`config.mk`:
```
export PLATFORM = sky130hd
export DESIGN_NAME = vga_score_digits
export DESIGN_NICKNAME = d
export VERILOG_FILES = /design/src/rtl/vga_score_digits.sv
export SDC_FILE = /design/constraint.sdc
export NUM_CORES = 1
export LEC_CHECK = 0
export ABC_AREA = 1
export BUFFER_PORTS_ARGS = -buffer_cell sky130_fd_sc_hd__buf_2
export CAP_MARGIN = 20
export CORE_ASPECT_RATIO = 1.2
export CORE_MARGIN = 4
export CORE_UTILIZATION = 35
export DETAILED_ROUTE_END_ITERATION = 12
export SYNTH_ARGS = -nofsm -noshare
export SYNTH_HDL_FRONTEND = slang
export SYNTH_SLANG_ARGS = --single-unit
```
`constraint.sdc`:
```
create_clock -name clk -period 5.4 [get_ports clk]
set_clock_uncertainty 0.2 [all_clocks]
set_input_delay 0.81 -clock clk [delete_from_list [all_inputs] [get_ports clk]]
set_output_delay 0.81 -clock clk [all_outputs]
set_load 0.02 [all_outputs]
```
`src/rtl/vga_score_digits.sv`:
```
// vga_score_digits
//   Converts a binary score to BCD with a sequential double-dabble engine.
//   It then answers per-pixel "is this pixel lit" polls for a row of DIGITS
//   scaled seven-segment glyphs.
//
// Build option:
//   SCORE_LZB_EN  when defined, digits left of the first non-zero digit render
//                 blank. The least-significant digit always renders.
//                 The `digits` output is unaffected.
//
// Ports:
//   clk, reset        pixel clock; asynchronous active-high reset
//   load, value       one-cycle request to convert `value` (ignored while busy)
//   busy              conversion in progress (SHIFT or COMMIT)
//   overflow          last committed value exceeded 10^DIGITS-1
//   digits            committed BCD, digit 0 (most significant) in top nibble
//   ObjectX/ObjectY   glyph-row origin in pixels
//   ObjectScale       unit size = 1 << ObjectScale pixels
//   PollX/PollY       polled pixel; Hit follows three cycles later
//   Hit               polled pixel lies on a lit segment
module vga_score_digits #(
  parameter int DIGITS  = 3,
  parameter int VALUE_W = 10
) (
  input  logic                clk,
  input  logic                reset,
  input  logic                load,
  input  logic [VALUE_W-1:0]  value,
  output logic                busy,
  output logic                overflow,
  output logic [4*DIGITS-1:0] digits,
  input  logic [10:0]         ObjectX,
  input  logic [9:0]          ObjectY,
  input  logic [2:0]          ObjectScale,
  input  logic [9:0]          PollX,
  input  logic [9:0]          PollY,
  output logic                Hit
);

  localparam int BCD_W = 4 * DIGITS;
  localparam int CNT_W = $clog2(VALUE_W + 1);
  localparam int EXT_X = 4 * DIGITS - 1;

  typedef enum logic [1:0] {
    ST_IDLE   = 2'd0,
    ST_SHIFT  = 2'd1,
    ST_COMMIT = 2'd2
  } state_t;

  // Double-dabble correction: every nibble >= 5 gets +3 before the shift.
  function automatic logic [BCD_W-1:0] dabble_adjust(input logic [BCD_W-1:0] s);
    logic [BCD_W-1:0] r;
    r = s;
    for (int i = 0; i < DIGITS; i++) begin
      if (s[4*i +: 4] >= 4'd5) r[4*i +: 4] = s[4*i +: 4] + 4'd3;
    end
    return r;
  endfunction

  // Segment bits ordered {a,b,c,d,e,f,g}; BCD codes 10-15 stay dark.
  function automatic logic [6:0] seg_pattern(input logic [3:0] d);
    logic [6:0] s;
    case (d)
      4'd0:    s = 7'b1111110;
      4'd1:    s = 7'b0110000;
      4'd2:    s = 7'b1101101;
      4'd3:    s = 7'b1111001;
      4'd4:    s = 7'b0110011;
      4'd5:    s = 7'b1011011;
      4'd6:    s = 7'b1011111;
      4'd7:    s = 7'b1110000;
      4'd8:    s = 7'b1111111;
      4'd9:    s = 7'b1111011;
      default: s = 7'b0000000;
    endcase
    return s;
  endfunction

  // Maps a (col,row) unit inside a 4x5 cell onto the segments covering it.
  // Rows are already bounded to 0..4, so "row >= 2" means rows 2..4.
  function automatic logic cell_lit(input logic [6:0] seg, input logic [1:0] col,
                                    input logic [2:0] row);
    logic lit;
    lit = 1'b0;
    if (col != 2'd3) begin
      if (seg[6] && row == 3'd0)                 lit = 1'b1;
      if (seg[5] && col == 2'd2 && row <= 3'd2)  lit = 1'b1;
      if (seg[4] && col == 2'd2 && row >= 3'd2)  lit = 1'b1;
      if (seg[3] && row == 3'd4)                 lit = 1'b1;
      if (seg[2] && col == 2'd0 && row >= 3'd2)  lit = 1'b1;
      if (seg[1] && col == 2'd0 && row <= 3'd2)  lit = 1'b1;
      if (seg[0] && row == 3'd2)                 lit = 1'b1;
    end
    return lit;
  endfunction

  // ---------------------------------------------------------------------------
  // Conversion FSM
  // ---------------------------------------------------------------------------
  state_t             state_q, state_d;
  logic [VALUE_W-1:0] val_q, val_d;
  logic [BCD_W-1:0]   bcd_q, bcd_d;
  logic               carry_q, carry_d;
  logic [CNT_W-1:0]   cnt_q, cnt_d;
  logic [BCD_W-1:0]   digits_q, digits_d;
  logic               ovf_q, ovf_d;
  logic [BCD_W-1:0]   adj;

  always_comb begin
    state_d  = state_q;
    val_d    = val_q;
    bcd_d    = bcd_q;
    carry_d  = carry_q;
    cnt_d    = cnt_q;
    digits_d = digits_q;
    ovf_d    = ovf_q;
    adj      = dabble_adjust(bcd_q);
    case (state_q)
      ST_IDLE: begin
        if (load) begin
          val_d   = value;
          bcd_d   = '0;
          carry_d = 1'b0;
          cnt_d   = '0;
          state_d = ST_SHIFT;
        end
      end
      ST_SHIFT: begin
        // A bit leaving the top nibble means the value needs another digit.
        bcd_d   = {adj[BCD_W-2:0], val_q[VALUE_W-1]};
        carry_d = carry_q | adj[BCD_W-1];
        val_d   = val_q << 1;
        cnt_d   = cnt_q + 1'b1;
        if (cnt_q == CNT_W'(VALUE_W - 1)) state_d = ST_COMMIT;
      end
      ST_COMMIT: begin
        if (carry_q || (bcd_q[BCD_W-1 -: 4] > 4'd9)) begin
          digits_d = {DIGITS{4'h9}};
          ovf_d    = 1'b1;
        end else begin
          digits_d = bcd_q;
          ovf_d    = 1'b0;
        end
        state_d = ST_IDLE;
      end
      default: state_d = ST_IDLE;
    endcase
  end

  always_ff @(posedge clk or posedge reset) begin
    if (reset) begin
      state_q  <= ST_IDLE;
      val_q    <= '0;
      bcd_q    <= '0;
      carry_q  <= 1'b0;
      cnt_q    <= '0;
      digits_q <= '0;
      ovf_q    <= 1'b0;
    end else begin
      state_q  <= state_d;
      val_q    <= val_d;
      bcd_q    <= bcd_d;
      carry_q  <= carry_d;
      cnt_q    <= cnt_d;
      digits_q <= digits_d;
      ovf_q    <= ovf_d;
    end
  end

  assign busy     = (state_q != ST_IDLE);
  assign digits   = digits_q;
  assign overflow = ovf_q;

  // ---------------------------------------------------------------------------
  // Render pipeline S1: offsets from the glyph origin
  // ---------------------------------------------------------------------------
  logic signed [11:0] dx_p1_d, dx_p1_q;
  logic signed [11:0] dy_p1_d, dy_p1_q;
  logic               in_p1_d, in_p1_q;
  logic [2:0]         scale_p1_d, scale_p1_q;
  logic               vld_p1_d, vld_p1_q;

  always_comb begin
    dx_p1_d    = signed'({2'b00, PollX} - {1'b0, ObjectX});
    dy_p1_d    = signed'({2'b00, PollY} - {2'b00, ObjectY});
    in_p1_d    = ~dx_p1_d[11] & ~dy_p1_d[11];
    // Scale travels with its poll so mid-frame changes stay per-pixel coherent.
    scale_p1_d = ObjectScale;
    vld_p1_d   = 1'b1;
  end

  // ---------------------------------------------------------------------------
  // Render pipeline S2: unit coordinates and extent check
  // ---------------------------------------------------------------------------
  logic [11:0] ux, uy;
  logic [2:0]  idx_p2_d, idx_p2_q;
  logic [1:0]  col_p2_d, col_p2_q;
  logic [2:0]  row_p2_d, row_p2_q;
  logic        in_p2_d, in_p2_q;
  logic        vld_p2_d, vld_p2_q;

  always_comb begin
    ux       = $unsigned(dx_p1_q) >> scale_p1_q;
    uy       = $unsigned(dy_p1_q) >> scale_p1_q;
    in_p2_d  = in_p1_q && (ux < 12'(EXT_X)) && (uy < 12'd5);
    idx_p2_d = ux[4:2];
    col_p2_d = ux[1:0];
    row_p2_d = uy[2:0];
    vld_p2_d = vld_p1_q;
  end

  // ---------------------------------------------------------------------------
  // Render pipeline S3: digit select, blanking, segment decode
  // ---------------------------------------------------------------------------
  logic [3:0]        nib;
  logic [DIGITS-1:0] blank;
  logic              lead;
  logic              hit_d, hit_q;

  always_comb begin
    nib   = '0;
    blank = '0;
    lead  = 1'b1;
    for (int i = 0; i < DIGITS; i++) begin
      if (idx_p2_q == 3'(i)) nib = digits_q[4*(DIGITS-1-i) +: 4];
      lead = lead & (digits_q[4*(DIGITS-1-i) +: 4] == 4'd0);
`ifdef SCORE_LZB_EN
      blank[i] = lead && (i < DIGITS - 1);
`else
      blank[i] = 1'b0;
`endif
    end
    hit_d = vld_p2_q && in_p2_q && !blank[idx_p2_q]
            && cell_lit(seg_pattern(nib), col_p2_q, row_p2_q);
  end

  // Pipeline data registers carry no reset; the valid flags and Hit do.
  always_ff @(posedge clk) begin
    dx_p1_q    <= dx_p1_d;
    dy_p1_q    <= dy_p1_d;
    in_p1_q    <= in_p1_d;
    scale_p1_q <= scale_p1_d;
    idx_p2_q   <= idx_p2_d;
    col_p2_q   <= col_p2_d;
    row_p2_q   <= row_p2_d;
    in_p2_q    <= in_p2_d;
  end

  always_ff @(posedge clk or posedge reset) begin
    if (reset) begin
      vld_p1_q <= 1'b0;
      vld_p2_q <= 1'b0;
      hit_q    <= 1'b0;
    end else begin
      vld_p1_q <= vld_p1_d;
      vld_p2_q <= vld_p2_d;
      hit_q    <= hit_d;
    end
  end

  assign Hit = hit_q;

endmodule

```
Yosys cells after proc, flatten, opt, wreduce, memory -nomap -nowiden
Memory sizes are Yosys's and may differ from the RTL's.
Cells that the tools add are included.
{"block": "word_totals", "in_bits": 57, "output_inout_bits": 15, "wordCells": 106, "regBits": 81, "memories": 1, "romBits": 112}
{"block": "op_classes", "reduce_logical": 26, "n_eq_ne": 11, "bitwise_logic": 4, "n_lt_le_gt_ge": 9, "n_addsub": 6, "shift": 2, "n_mux": 29}
{"name": "(name not given)", "depth": 16, "width": 7, "read_ports": 1, "rd_clocked_by_memory_dff": 0, "write_ports": 0, "line_no": "63", "text": "case (d)"}
{"cell": "4-bit two-way mux", "count": 7}
{"cell": "12-bit two-way mux", "count": 2}
{"cell": "12-bit one-hot mux with 2 select lines", "count": 1}
{"cell": "12-bit by 3-bit right shift with 12-bit output", "count": 2}
{"cell": "10-bit one-hot mux with 2 select lines", "count": 1}
{"cell": "1-bit logical AND", "count": 16}
{"cell": "4-bit by 2-bit adder with 4-bit output, second input constant", "count": 3}
{"cell": "4-bit by 3-bit >= comparator with 1-bit output, second input constant", "count": 3}
{"cell": "12-bit by 3-bit less-than comparator with 1-bit output, second input constant", "count": 1}
{"cell": "12-bit by 4-bit less-than comparator with 1-bit output, second input constant", "count": 1}
{"cell": "10-bit by 11-bit subtractor with 12-bit output", "count": 1}
{"cell": "1-bit two-way mux", "count": 11}
{"cell": "10-bit by 10-bit subtractor with 11-bit output", "count": 1}
{"cell": "10-bit two-way mux", "count": 1}
{"cell": "4-bit one-hot mux with 2 select lines", "count": 1}
{"cell": "3-bit by 2-bit == test with 1-bit output, second input constant", "count": 2}
{"cell": "3-bit zero test", "count": 2}
{"cell": "2-bit != test, second input constant", "count": 3}
{"cell": "4-bit by 1-bit adder with 4-bit output, second input constant", "count": 1}
{"cell": "2-bit == test, second input constant", "count": 2}
{"cell": "4-bit == test, second input constant", "count": 1}
{"cell": "4-bit greater-than comparator, second input constant", "count": 1}
{"cell": "2-bit zero test", "count": 2}
{"cell": "2-bit two-way mux", "count": 2}
{"cell": "16 further kinds", "count": 19}

Logic depth before layout (Yosys ltp)
An unclocked memory read counts as a cell.
{"block": "logic_depth", "word_depth": 15, "depth_mapped": 16, "mapped_depth_nobuf": 16}

Worst setup path after synthesis
OpenSTA, ideal clock, no wires.
{"block": "synth_path", "path_kind": "input port to flip-flop", "startpoint": "input port PollY[0]", "endpoint": "register in_p1_q", "t_arrival_ns": 2.247, "path_buffers": 0, "cell_stages": 12, "slack_ns": 2.894, "required_time_ns": 5.141, "setup_time_ns": 0.059, "cell_sequence": "inv_1 > ha_1 > fa_1 > o21ai_1 > nand3_1 > nand2_1 > nand3_1 > nand2_1 > nand2_1 > a21boi_1 > o21ai_0 > inv_1"}
{"block": "synth_between", "elab_chain_cells": 3}
{"element": "start, declared", "line_no": "36", "text": "input logic [9:0] PollY,"}
{"element": "10-bit by 10-bit subtractor with 11-bit output", "line_no": "185", "text": "dy_p1_d = signed'({2'b00, PollY} - {2'b00, ObjectY});"}
{"element": "1-bit inverter", "line_no": "186", "text": "in_p1_d = ~dx_p1_d[11] & ~dy_p1_d[11];"}
{"element": "1-bit bitwise AND", "line_no": "186"}
{"element": "via in_p1_d", "line_no": "179", "text": "logic in_p1_d, in_p1_q;"}
{"element": "end signal, assigned", "line_no": "241", "text": "in_p1_q <= in_p1_d;"}
{"element": "end, declared", "line_no": "179"}
The timed path passes the listed nets, and every way through them passes these cells.
A chain may end at the register's enable or synchronous reset.

Worst setup path in the final report
{"block": "layout_path", "startpoint": "register idx_p2_q[1]", "endpoint": "register hit_q (netlist: Hit)"}
{"block": "layout_between", "elab_chain_cells": 15, "word_cells_on_any_way": 31, "classes_between": "2 x eq/ne; 13 x mux; 15 x reduce/logical; 1 x memory"}
{"element": "start, declared", "line_no": "196", "text": "logic [2:0] idx_p2_d, idx_p2_q;"}
{"element": "start signal, assigned", "line_no": "243", "text": "idx_p2_q <= idx_p2_d;"}
{"element": "3-bit zero test", "line_no": "225", "text": "if (idx_p2_q == 3'(i)) nib = digits_q[4*(DIGITS-1-i) +: 4];"}
{"element": "4-bit two-way mux (3 in a row)", "line_no": "225"}
{"element": "memory 16 x 7 bit"}
{"element": "1-bit logical AND, on equally long branches", "line_no": "86, 87"}
{"element": "1-bit two-way mux / 1-bit logical AND (equally long branches)", "line_no": "86, 87"}
{"element": "1-bit two-way mux", "line_no": "87", "text": "if (seg[5] && col == 2'd2 && row <= 3'd2) lit = 1'b1;"}
{"element": "1-bit two-way mux", "line_no": "88", "text": "if (seg[4] && col == 2'd2 && row >= 3'd2) lit = 1'b1;"}
{"element": "1-bit two-way mux", "line_no": "89", "text": "if (seg[3] && row == 3'd4) lit = 1'b1;"}
{"element": "1-bit two-way mux", "line_no": "90", "text": "if (seg[2] && col == 2'd0 && row >= 3'd2) lit = 1'b1;"}
{"element": "1-bit two-way mux", "line_no": "91", "text": "if (seg[1] && col == 2'd0 && row <= 3'd2) lit = 1'b1;"}
{"element": "1-bit two-way mux", "line_no": "92", "text": "if (seg[0] && row == 3'd2) lit = 1'b1;"}
{"element": "1-bit two-way mux", "line_no": "85", "text": "if (col != 2'd3) begin"}
{"element": "1-bit logical AND (*)", "line_no": "234", "text": "&& cell_lit(seg_pattern(nib), col_p2_q, row_p2_q);"}
{"element": "via hit_d", "line_no": "218", "text": "logic hit_d, hit_q;"}
{"element": "end signal, assigned", "line_no": "257", "text": "hit_q <= hit_d;"}
{"element": "end, declared", "line_no": "218"}
Mark *: on every way through the listed nets, which the timed path passes. The rest lies on a longest branch. The select of a mux whose other input is x is not followed.

==> impl_metrics.yaml <==
global_routing:
  antenna_found_initial: 0
  grt_max_degree: 46
  overflow: 0
  grt_pass1_wl_um: 16040
  grt_usage_pct: 12.54
  grt_pass1_vias: 3823
route:
  drt_first_pass_iters: 5
  via_per_inst: 4.722
  dr_total_vias: 4070
  ant_nets: 0
  post_drt_wl_per_cell_um: 10.92
  wirelength_um: 9409
  drc_errors: 0
  drt_iter0_drc: 181
job:
  cap_violations: 0
cts:
  clk_pin_slew_worst_paths_ps: 60
  cts_made_buffers: 9
  ctsHoldBuffers: 0
  cts_tree: "built"
  cts_resized: 0
  root_buffer: "clkbuf_16"
  clk_latency_ps: 330
  cts_setup_buffers: 0
  h-tree-depth: 3
  cts_num_sinks: 81
  cts_buffer_depth: 2
power:
  peakVddDrop_v: 0.0001862
  powerDensity_nw_per_um2: 434.7
  power.leakage_uw: 0.002832
logic_synthesis:
  synth.avg_cell_area_um2: 7.570
  seq_area_frac_synth_pct: 39.41
  netlist_area_um2: 4686
  yosysTopAreaCell: "dfrtp_1"
  yosysWarnings: 0
  ys_types: 47
  netlist.area_leader.share_pct: 24.03
  synth_fp_nets: 710
  yosys-top-cells-area: "dfrtp_1 24%, dfxtp_1 15%, nand2_1 13%"
  synth_seq_cells: 81
  synthesis.instances: 619
die:
  coreArea_um2: 13180
  io_pins: 72
  dieArea_um2: 15310
  chipHeight_um: 134.8
  rows: 46
  start_util_pct: 35.55
  die_x_um: 113.6
min_path:
  hold_class: "reg -> reg"
placed_design:
  gp_congestion: 0.8127
  placed_cells: 846
  hpwl_um: 7378
  io_buffers: 71
finish:
  final_nets: 780
  stdcell_count: 862
  insertedDiodeCount: 0
  nFillCells: 1300
  syn_to_final_growth_pct: 17.49
  drive_gt1_share_pct: 14.12
  final_cell_mix: "166 x nand2_1, 84 x inv_1, 71 x buf_2, 45 x dfrtp_1, 43 x nand3_1"
  final_common_cell: "nand2_1"
critical_path:
  arrival_ps: 2460
  r2r_slack_ps: 2980
  startpoint_type: "flip-flop"
  crit_buf_inv: 3
  path_cells: "inv_2 -> nor2_2 -> inv_1 -> o21bai_1 -> inv_1 -> ha_1 -> nor3_1 -> nand2_1 -> nand2_1 -> nand2_1 -> nand2_1 -> a21oi_1 -> nand2_1 -> nand2_1 -> a21oi_1"
  worst_path_max_delay_cell: "dfxtp_1"
  critPathTopFamily: "simple AND/OR/NAND/NOR gates"
  slowest_delay_ps: 450
  crit_top_cell: "nand2_1"
  crit_required_ps: 5440
  critPathCaptureType: "flip-flop"
  critPathKind: "reg -> reg"
  cp_max_fo: 6
timing:
  relSlewSlack_pct: 54.52
  tns_ps: 0
  clock.fmax_mhz: 413.1
  rsz0062_at_grt: "false"
  drv_slew: 0
  finalSetupViolCount: 0
  period_minus_slack_ps: 2421
  tightestPinTransition_ps: 681.2
  min_period_over_period_pct: 44.83
  report.final.hold_viol_count: 0
outcome:
  outcome: "completed"
[sequential cells by signal, indices dropped and copies added, names as in the netlist, 2 cells and up]
signal      cells
val_q          10
dx_p1_q        12
state_q         2
dy_p1_q        11
digits         12
cnt_q           4
bcd_q          12
scale_p1_q      3
row_p2_q        3
col_p2_q        2
idx_p2_q        3
[per-layer routing]
| layer | GRT usage (%) | part of all wire, % | vias to the layer above |
|---|---|---|---|
| li1 | - | - | 2169 |
| met1 | 15.14 | 46 | 1818 |
| met2 | 21.81 | 48 | 79 |
| met3 | 3.138 | 4.6 | 4 |
| met4 | 4.008 | 0.91 | 0 |
| met5 | 0 | 0 | - |
[synth_stat cells, drive strengths merged]
library cell	count
nand2	167
o32ai	2
a22o	1
or2	3
a31oi	4
o41ai	1
nor2	30
nor3	9
o2111ai	2
o211ai	5
mux2i	2
fa	2
a211oi	2
nand4	5
nand3	44
a32o	1
nand3b	2
clkinv	1
o311ai	1
ha	32
o21ai	50
clkbuf	7
conb	1
a21boi	1
dfrtp	45
xor2	14
dfxtp	36
o21bai	4
o22ai	7
o31ai	6
inv	88
xnor2	6
o21a	2
a22oi	1
a21oi	27
nor3b	1
buf	7
[cell type report]
type                            count  area [µm²]  share of cell area (%)
Clock inverter                      5       78.83                   1.432
Sequential cell                    81        1847                   33.55
Multi-Input combinational cell    435        2422                   44.00
Clock buffer                       11       242.7                   4.409
Timing Repair Buffer               73       370.4                   6.727
Inverter                           89       334.1                   6.068
Tap cell                          168       210.2                   3.818
[cell families after synthesis]
| group | after synthesis | share of synthesized area, % |
|---|---|---|
| buf+inv | 103 | 8.892 |
| flops | 81 | 39.41 |
| other cells | 1 | 0.08003 |
| xor+xnor | 20 | 3.738 |
| compound gates | 117 | 14.74 |
| mux | 2 | 0.4273 |
| fa+ha+maj | 34 | 9.399 |
| simple gates | 261 | 23.31 |
[through the flow]
stage	total power (µW)	hold slack, ps	utilization (%)	setup WS (ps)	instance area, µm²
3_5_place_dp	1765	136.4	39.33	2638	5184
6_report	2393	146.7	41.77	2979	5505
4_1_cts	2424	149.4	41.77	2975	5505
5_1_grt	2587	161.6	41.77	2709	5505
3_3_place_gp	1742	133.5	39.33	2689	5184
2_1_floorplan	1544	131.2	-	2894	4686
[worst reg2reg max path, cell delays in order (launching register included)]
cell	delay (ps)
dfxtp_1	450
inv_2	110
nor2_2	180
inv_1	60
o21bai_1	250
inv_1	110
ha_1	230
nor3_1	180
nand2_1	90
nand2_1	70
nand2_1	50
nand2_1	60
a21oi_1	40
nand2_1	60
nand2_1	40
a21oi_1	170
[power by group]
| group | switching [µW] | internal, µW | leakage [µW] |
|---|---|---|---|
| clock | 228 | 416 | 0.000159 |
| combinational | 516 | 316 | 0.00182 |
| sequential | 132 | 785 | 0.000851 |
| total | 876 | 1520 | 0.00283 |
[path summary, 6_finish.rpt]
kind                              from        end  cells past startpoint
setup / recovery           idx_p2_q[1]        Hit                     15
hold / removal                vld_p1_q   vld_p2_q                      0
setup reg to reg           idx_p2_q[1]        Hit                     15
hold reg to reg               vld_p1_q   vld_p2_q                      0
max in group asynchronous        reset  digits[9]                      3
min in group asynchronous        reset   val_q[6]                      3
Power figures use the tool's default switching activity.
